## src/rtl/pcileech_rst_seq_led.sv

```systemverilog
// Reset sequencer with PERST# glitch filter, staged reset release, link-up watchdog
// and active-low LED driver with off/on/slow/fast blink modes.
module pcileech_rst_seq_led #(
    parameter int unsigned NUM_RST       = 3,
    parameter int unsigned FILTER_CYCLES = 4,
    parameter int unsigned HOLD_CYCLES   = 16,
    parameter int unsigned STAGE_GAP     = 8,
    parameter int unsigned LINK_TIMEOUT  = 0,
    parameter int unsigned NUM_LED       = 2,
    parameter int unsigned BLINK_LOG2    = 24
) (
    input  logic                   clk,
    input  logic                   rst,
    input  logic                   pcie_perst_n,
    input  logic                   pcie_lnk_up,
    input  logic [2*NUM_LED-1:0]   led_mode,
    output logic [NUM_RST-1:0]     rst_out,
    output logic                   seq_done,
    output logic [3:0]             retry_cnt,
    output logic [1:0]             seq_state,
    output logic [NUM_LED-1:0]     led_n
);

    localparam int unsigned FLT_W   = $clog2(FILTER_CYCLES) + 1;
    localparam int unsigned SEQ_MAX = HOLD_CYCLES + (NUM_RST - 1) * STAGE_GAP;
    localparam int unsigned SEQ_W   = $clog2(SEQ_MAX) + 1;
    localparam int unsigned WD_W    = $clog2(LINK_TIMEOUT + 1) + 1;
    localparam int unsigned BLK_W   = BLINK_LOG2 + 1;

    typedef enum logic [1:0] {
        S_RESET = 2'b00,
        S_HOLD  = 2'b01,
        S_STAGE = 2'b10,
        S_RUN   = 2'b11
    } state_t;

    state_t               state_q, state_d;
    logic                 filt_q, filt_d;
    logic [FLT_W-1:0]     run_q, run_d;
    logic [SEQ_W-1:0]     seq_cnt_q, seq_cnt_d;
    logic [WD_W-1:0]      wd_q, wd_d;
    logic [NUM_RST-1:0]   rst_out_q, rst_out_d;
    logic                 seq_done_q, seq_done_d;
    logic [3:0]           retry_q, retry_d;
    logic [BLK_W-1:0]     blink_q;
    logic [NUM_LED-1:0]   led_n_q, led_n_d;
    logic                 wd_expired_c;

    // PERST# filter: toggle after FILTER_CYCLES consecutive differing samples
    always_comb begin
        filt_d = filt_q;
        run_d  = '0;
        if (pcie_perst_n != filt_q) begin
            if (run_q == FLT_W'(FILTER_CYCLES - 1)) begin
                filt_d = ~filt_q;
            end else begin
                run_d = run_q + FLT_W'(1);
            end
        end
    end

    assign wd_expired_c = (LINK_TIMEOUT != 0) && (wd_q == WD_W'(LINK_TIMEOUT));

    // Sequencer next state; a low filtered PERST# always wins over the watchdog
    always_comb begin
        state_d    = state_q;
        seq_cnt_d  = seq_cnt_q;
        rst_out_d  = rst_out_q;
        seq_done_d = seq_done_q;
        retry_d    = retry_q;
        wd_d       = '0;
        case (state_q)
            S_RESET: begin
                rst_out_d  = '1;
                seq_done_d = 1'b0;
                seq_cnt_d  = '0;
                if (filt_d && !filt_q) begin
                    state_d = S_HOLD;
                end
            end
            S_HOLD, S_STAGE: begin
                if (!filt_q) begin
                    state_d    = S_RESET;
                    rst_out_d  = '1;
                    seq_done_d = 1'b0;
                    seq_cnt_d  = '0;
                end else begin
                    seq_cnt_d = seq_cnt_q + SEQ_W'(1);
                    for (int unsigned k = 0; k < NUM_RST; k++) begin
                        rst_out_d[k] = seq_cnt_d < SEQ_W'(HOLD_CYCLES + k * STAGE_GAP);
                    end
                    if (seq_cnt_d >= SEQ_W'(SEQ_MAX)) begin
                        state_d    = S_RUN;
                        seq_done_d = 1'b1;
                    end else if (seq_cnt_d >= SEQ_W'(HOLD_CYCLES)) begin
                        state_d = S_STAGE;
                    end
                end
            end
            S_RUN: begin
                if (!filt_q) begin
                    state_d    = S_RESET;
                    rst_out_d  = '1;
                    seq_done_d = 1'b0;
                    seq_cnt_d  = '0;
                end else if (wd_expired_c) begin
                    state_d    = S_HOLD;
                    rst_out_d  = '1;
                    seq_done_d = 1'b0;
                    seq_cnt_d  = '0;
                    retry_d    = (retry_q == 4'd15) ? retry_q : retry_q + 4'd1;
                end else if (LINK_TIMEOUT != 0 && !pcie_lnk_up) begin
                    wd_d = wd_q + WD_W'(1);
                end
            end
            default: state_d = S_RESET;
        endcase
    end

    // LED decode from the current blink counter
    always_comb begin
        led_n_d = '1;
        for (int unsigned i = 0; i < NUM_LED; i++) begin
            case (led_mode[2*i +: 2])
                2'b00:   led_n_d[i] = 1'b1;
                2'b01:   led_n_d[i] = 1'b0;
                2'b10:   led_n_d[i] = ~blink_q[BLINK_LOG2];
                default: led_n_d[i] = ~blink_q[BLINK_LOG2-2];
            endcase
        end
    end

    always_ff @(posedge clk) begin
        if (rst) begin
            state_q    <= S_RESET;
            filt_q     <= 1'b0;
            run_q      <= '0;
            seq_cnt_q  <= '0;
            wd_q       <= '0;
            rst_out_q  <= '1;
            seq_done_q <= 1'b0;
            retry_q    <= '0;
            blink_q    <= '0;
            led_n_q    <= '1;
        end else begin
            state_q    <= state_d;
            filt_q     <= filt_d;
            run_q      <= run_d;
            seq_cnt_q  <= seq_cnt_d;
            wd_q       <= wd_d;
            rst_out_q  <= rst_out_d;
            seq_done_q <= seq_done_d;
            retry_q    <= retry_d;
            blink_q    <= blink_q + BLK_W'(1);
            led_n_q    <= led_n_d;
        end
    end

    assign rst_out   = rst_out_q;
    assign seq_done  = seq_done_q;
    assign retry_cnt = retry_q;
    assign seq_state = state_q;
    assign led_n     = led_n_q;

endmodule
```

## config.mk

```make
export PLATFORM = sky130hd
export DESIGN_NAME = pcileech_rst_seq_led
export DESIGN_NICKNAME = d
export VERILOG_FILES = /design/src/rtl/pcileech_rst_seq_led.sv
export SDC_FILE = /design/constraint.sdc
export NUM_CORES = 1
export LEC_CHECK = 0
export ABC_CLOCK_PERIOD_IN_PS = 5600
export CAP_MARGIN = 20
export CORE_MARGIN = 2
export CORE_UTILIZATION = 60
export DETAILED_ROUTE_END_ITERATION = 16
export GPL_TIMING_DRIVEN = 0
export PLACE_DENSITY = 0.83
export SLEW_MARGIN = 30
export SYNTH_ARGS = -nofsm -noshare
export SYNTH_HDL_FRONTEND = slang
export SYNTH_SLANG_ARGS = --single-unit
```

## constraint.sdc

```tcl
create_clock -name clk -period 5.6 [get_ports clk]
set_input_delay 1.12 -clock clk [delete_from_list [all_inputs] [get_ports clk]]
set_output_delay 1.12 -clock clk [all_outputs]
set_load 0.01 [all_outputs]
```

Word level (Yosys, flattened, before mapping). Index checks and enable logic that the tools add are counted.

Bits in registers: 43. Logic and storage cells: 62. Output and inout bits: 12. Bits of input ports: 8.

Add/subtract/negate cells: 3. Reduce and logical (&&, ||, !) cells: 9. Bitwise operators: 4. Equal/unequal tests: 13. Order comparisons: 5. Mux-type cells: 20.

Operators with widths (number): adder 25 x 1 -> 25 bit (second input constant) (1); case mux 6 bit (3 select lines) (1); less-than comparator 6 x 5 -> 1 bit (second input constant) (2); two-way mux 6 bit (2); two-way mux 2 bit (5); case mux 1 bit (3 select lines) (3); case mux 3 bit (3 select lines) (1); == test 2 bit (second input constant) (4); adder 6 x 1 -> 6 bit (second input constant) (1); == test 2 x 1 -> 1 bit (second input constant) (3); greater-or-equal comparator 6 x 5 -> 1 bit (second input constant) (1); greater-or-equal comparator 6 bit (second input constant) (1); logical NOT 2 bit (3); less-than comparator 6 bit (second input constant) (1); two-way mux 3 bit (2); case mux 2 bit (3 select lines) (1); two-way mux 1 bit (5); != test 2 bit (second input constant) (2); != test 4 bit (second input constant) (1); inverter 1 bit (4); adder 3 x 1 -> 3 bit (second input constant) (1); == test 3 x 2 -> 1 bit (second input constant) (1); != test 3 bit (second input constant) (1); AND reduction 3 bit (1); other kinds (6) (6).

Logic depth before layout (Yosys ltp).
Word-level depth: 6. Mapped depth: 6. Mapped depth without buffers: 6.

Worst setup path after synthesis. Ideal clock, no wire load.

Path type: input-to-reg. From: input pcie_perst_n. To: register state_q[1] (netlist: seq_state[1]). Required time: 5.484 ns. Data arrival time: 1.766 ns. Buffers on the path: 0. Stages on the path: 4. Library setup time: 0.116 ns. Setup slack: 3.717 ns. Cell sequence: nand2_1 -> a21oi_1 -> a211oi_1 -> a41o_1.

Word-level cells in the longest chain between the ends: 5.

RTL lines: start, declared (RTL line 14) `input logic pcie_perst_n,`; != test 1 bit (RTL line 53) `if (pcie_perst_n != filt_q) begin`; two-way mux 1 bit (RTL line 53); logical AND 1 bit (RTL line 77) `if (filt_d && !filt_q) begin`; != test 2 bit (no line); AND reduction 3 bit (no line); end signal, assigned (RTL line 146) `state_q <= state_d;`; end, declared (RTL line 37) `state_t state_q, state_d;`.

No other way between the ends. A chain may end at the register's enable or synchronous reset.

Worst setup path after layout.
From: register state_q[0] (netlist: seq_state[0]). To: output seq_state[0].

RTL lines: end, declared (RTL line 20) `output logic [1:0] seq_state,`.

No word-level cell between the ends.

==> metrics.txt <==
Max Fclk 400.9 MHz; Final Cycle Share 44.54%; initial antenna violation count 0; drt first pass iters 4; largest net degree at the start of global routing 13; area delta synth->final 13.84%; FFs w/ async S/R, synth 0%; Rel. slew slack 65.38%; Slew @ Worst Pin 0.5139 ns; post-DP HPWL 2600 um; EDFF count, synth 0; nets 277; Clock Latency Late Sink 0.35 ns; GPL Wtd Cong 0.7731; FF-to-FF Start blink_q[0]$_SDFF_PP0_; Overflow after GRT 0; first-pass GRT wire length 5823 um; synth warn 0; clock buffer depth 2; port buffer count 14; die height 62.09 um; Worst Setup Path Type flop to output port; Power per Cell Area 233.7 nW/um^2; Critical Path Sink seq_state[0]; hold buffers post-CTS 0; Inserted Diodes 0; outcome finished clean; Placed Instances 302; Hold Crit Class flop to flop; CP max-delay cell clkdlybuf4s50_1; Via density 5.375; layout cells sized above 1 6.844%; Cell Rows 21; Total GRT Usage 20.74%; Worst Path Max Fanout 5; sequential element share of the synthesized area 42.52%; Setup Skew 0.006983 ns; CP Depth 1; top cell family by delay on the critical path buffers and inverters; Worst R2R End blink_q[22]$_SDFF_PP0_; Critical path origin seq_state[0]$_SDFFE_PP0P_; crit path cell chain clkdlybuf4s50_1; worst reg-to-reg setup slack 3.63 ns; Worst Setup Start Kind flop; r2r worst-path depth 6; WP data required 4.48 ns; critical path buffer and inverter count 1; htree depth 2; FF+latch count, synth 43; Clk pin slew, worst setup/hold paths 0.12 ns; clock root buffer master clkbuf_4; vias in the first global route 1370; postcts setup bufs 0; ANT nets after route 0; cell leakage power 0.7980 nW; post-route insts no fill 309; Synth Cell Area 2024 sq um; # resized after CTS 0; drt wl/cell 11.91 um; Die Footprint 3855 sq um; DRC viols 0; vias 1661; Starting Density 61.64%; cts bufs inserted 5; Worst VDD drop 170.3 uV; Max-Cap Viols 0; CTS tree built; Yosys cell types 40; first-iteration detailed-routing DRC count 57; Sink Count 43; Final Setup Violations 0; I/O Pins 20; Sum Neg Setup Slack 0 ns; Routed WL 3679 um; synthesized area per cell 8.470 sq um; Main synth FF type dfxtp_1; fin crit period 2.494 ns; CP Capture Type output port; Post-Synthesis Cells 239; die width 62.09 um; Core ar. 3284 sq um; RSZ-0062 raised after global routing no; crit-path max cell delay 0.58 ns; final slew viol count 0; Final Hold Viols 0; Filler Cell Count 289; Data arrival, critical path 1.37 ns
-- cell families (layout without fill, tap and decap cells) --
kind of cell,count (synthesis),after routing,share of synthesized area [%]
simple gates,99,99,25.90
compound gates,54,54,15.76
flops,43,43,42.52
buf+inv,20,41,4.821
xor+xnor,14,14,6.057
fa+ha+maj,6,6,3.708
mux,2,2,1.051
other cells,1,4,0.1852
-- synth_stat cells (2+ instances only) --
cell | instances | share of area (%)
nand2_1 | 19 | 3.5
dfxtp_1 | 43 | 43
o21ai_0 | 14 | 3.5
and4_1 | 3 | 1.3
clkbuf_1 | 5 | 0.93
nor2_1 | 25 | 4.6
nand2b_1 | 2 | 0.62
o31ai_1 | 6 | 2.2
nand4_1 | 7 | 2.2
nor2b_1 | 5 | 1.5
nor3b_1 | 2 | 0.74
a21oi_1 | 22 | 5.4
nand3_1 | 10 | 2.5
or3_1 | 5 | 1.5
and3_1 | 2 | 0.62
or4_1 | 6 | 2.2
buf_1 | 2 | 0.37
inv_1 | 8 | 1.5
xnor2_1 | 7 | 3.0
and2_1 | 2 | 0.62
buf_4 | 4 | 1.5
xor2_1 | 7 | 3.0
or3_2 | 3 | 1.1
nor3_1 | 4 | 0.99
ha_1 | 6 | 3.7
o21a_1 | 5 | 1.9
a211oi_1 | 2 | 0.74
-- worst min path at each step --
stage                                to  cells past startpoint  slack (ns)           startpoint
floorplan           run_q[0]$_SDFF_PP0_                      1        0.40  run_q[0]$_SDFF_PP0_
global placement    run_q[0]$_SDFF_PP0_                      1        0.41  run_q[0]$_SDFF_PP0_
detailed placement  run_q[0]$_SDFF_PP0_                      1        0.41  run_q[0]$_SDFF_PP0_
CTS                 run_q[0]$_SDFF_PP0_                      1        0.43  run_q[0]$_SDFF_PP0_
global route        run_q[0]$_SDFF_PP0_                      1        0.46  run_q[0]$_SDFF_PP0_
finish              run_q[0]$_SDFF_PP0_                      1        0.43  run_q[0]$_SDFF_PP0_
-- per-stage QoR --
| step | setup slack (ns) | power [mW] | utilization, % | hold slack [ns] | instance area, sq um |
|---|---|---|---|---|---|
| after detailed placement | 2.946 | 0.3563 | 68.00 | 0.4128 | 2233 |
| final | 3.106 | 0.5385 | 70.17 | 0.4274 | 2305 |
| after global routing | 3.042 | 0.5558 | 70.17 | 0.4566 | 2305 |
| after floorplan | 3.717 | 0.3432 | - | 0.3990 | 2036 |
| after CTS | 3.085 | 0.5434 | 70.17 | 0.4290 | 2305 |
| after global placement | 2.952 | 0.3555 | 68.00 | 0.4140 | 2233 |
-- state kept, by name (all words and copies together), names as in the netlist --
register / count
filt_q: 1
seq_state: 2
seq_cnt_q: 6
blink_q: 25
seq_done: 1
led_n: 2
rst_out: 3
run_q: 3
-- area by class of cell --
type,instances,area [sq um],area share [%]
inverters,8,30.03,1.303
clock inverters,1,30.03,1.303
well taps,46,57.56,2.497
repair buffers,14,140.1,6.080
clock buffers,6,41.29,1.792
flip-flops and latches,43,860.8,37.35
multi-input cells,179,1077,46.74
plain buffers,12,67.56,2.932
-- cells in the final DEF, fill, tap and decap left out, drive strengths merged --
cell / count
nand3: 11
xor2: 7
nand2: 19
inv: 8
nand3b: 1
nor2b: 5
mux2: 1
a41o: 1
o31ai: 6
bufinv: 1
and4: 3
a211oi: 2
buf: 7
xnor2: 7
and2: 2
and3: 3
clkbuf: 11
nor3b: 2
nor3: 4
or3: 8
clkdlybuf4s50: 14
a311oi: 1
nor2: 25
or4: 7
a21o: 1
mux2i: 1
dfxtp: 43
nand4: 7
a21oi: 22
a22oi: 1
o211ai: 1
o21ai: 14
conb: 4
nand2b: 2
o21a: 5
ha: 6
-- layer usage --
layer | track usage (%) | up-vias | share of wire, %
li1 | - | 895 | -
met1 | 26.45 | 726 | 50
met2 | 32.59 | 32 | 43
met3 | 6.211 | 8 | 4.5
met4 | 8.815 | 0 | 2.1
met5 | 0 | - | 0
-- report_power, final --
part	internal, mW	switching (mW)	leakage, nW
clock network	0.0921	0.0964	0.0383
logic	0.0173	0.0194	0.412
registers	0.310	0.00340	0.348
Note: power is estimated with default switching activity, not from simulation.
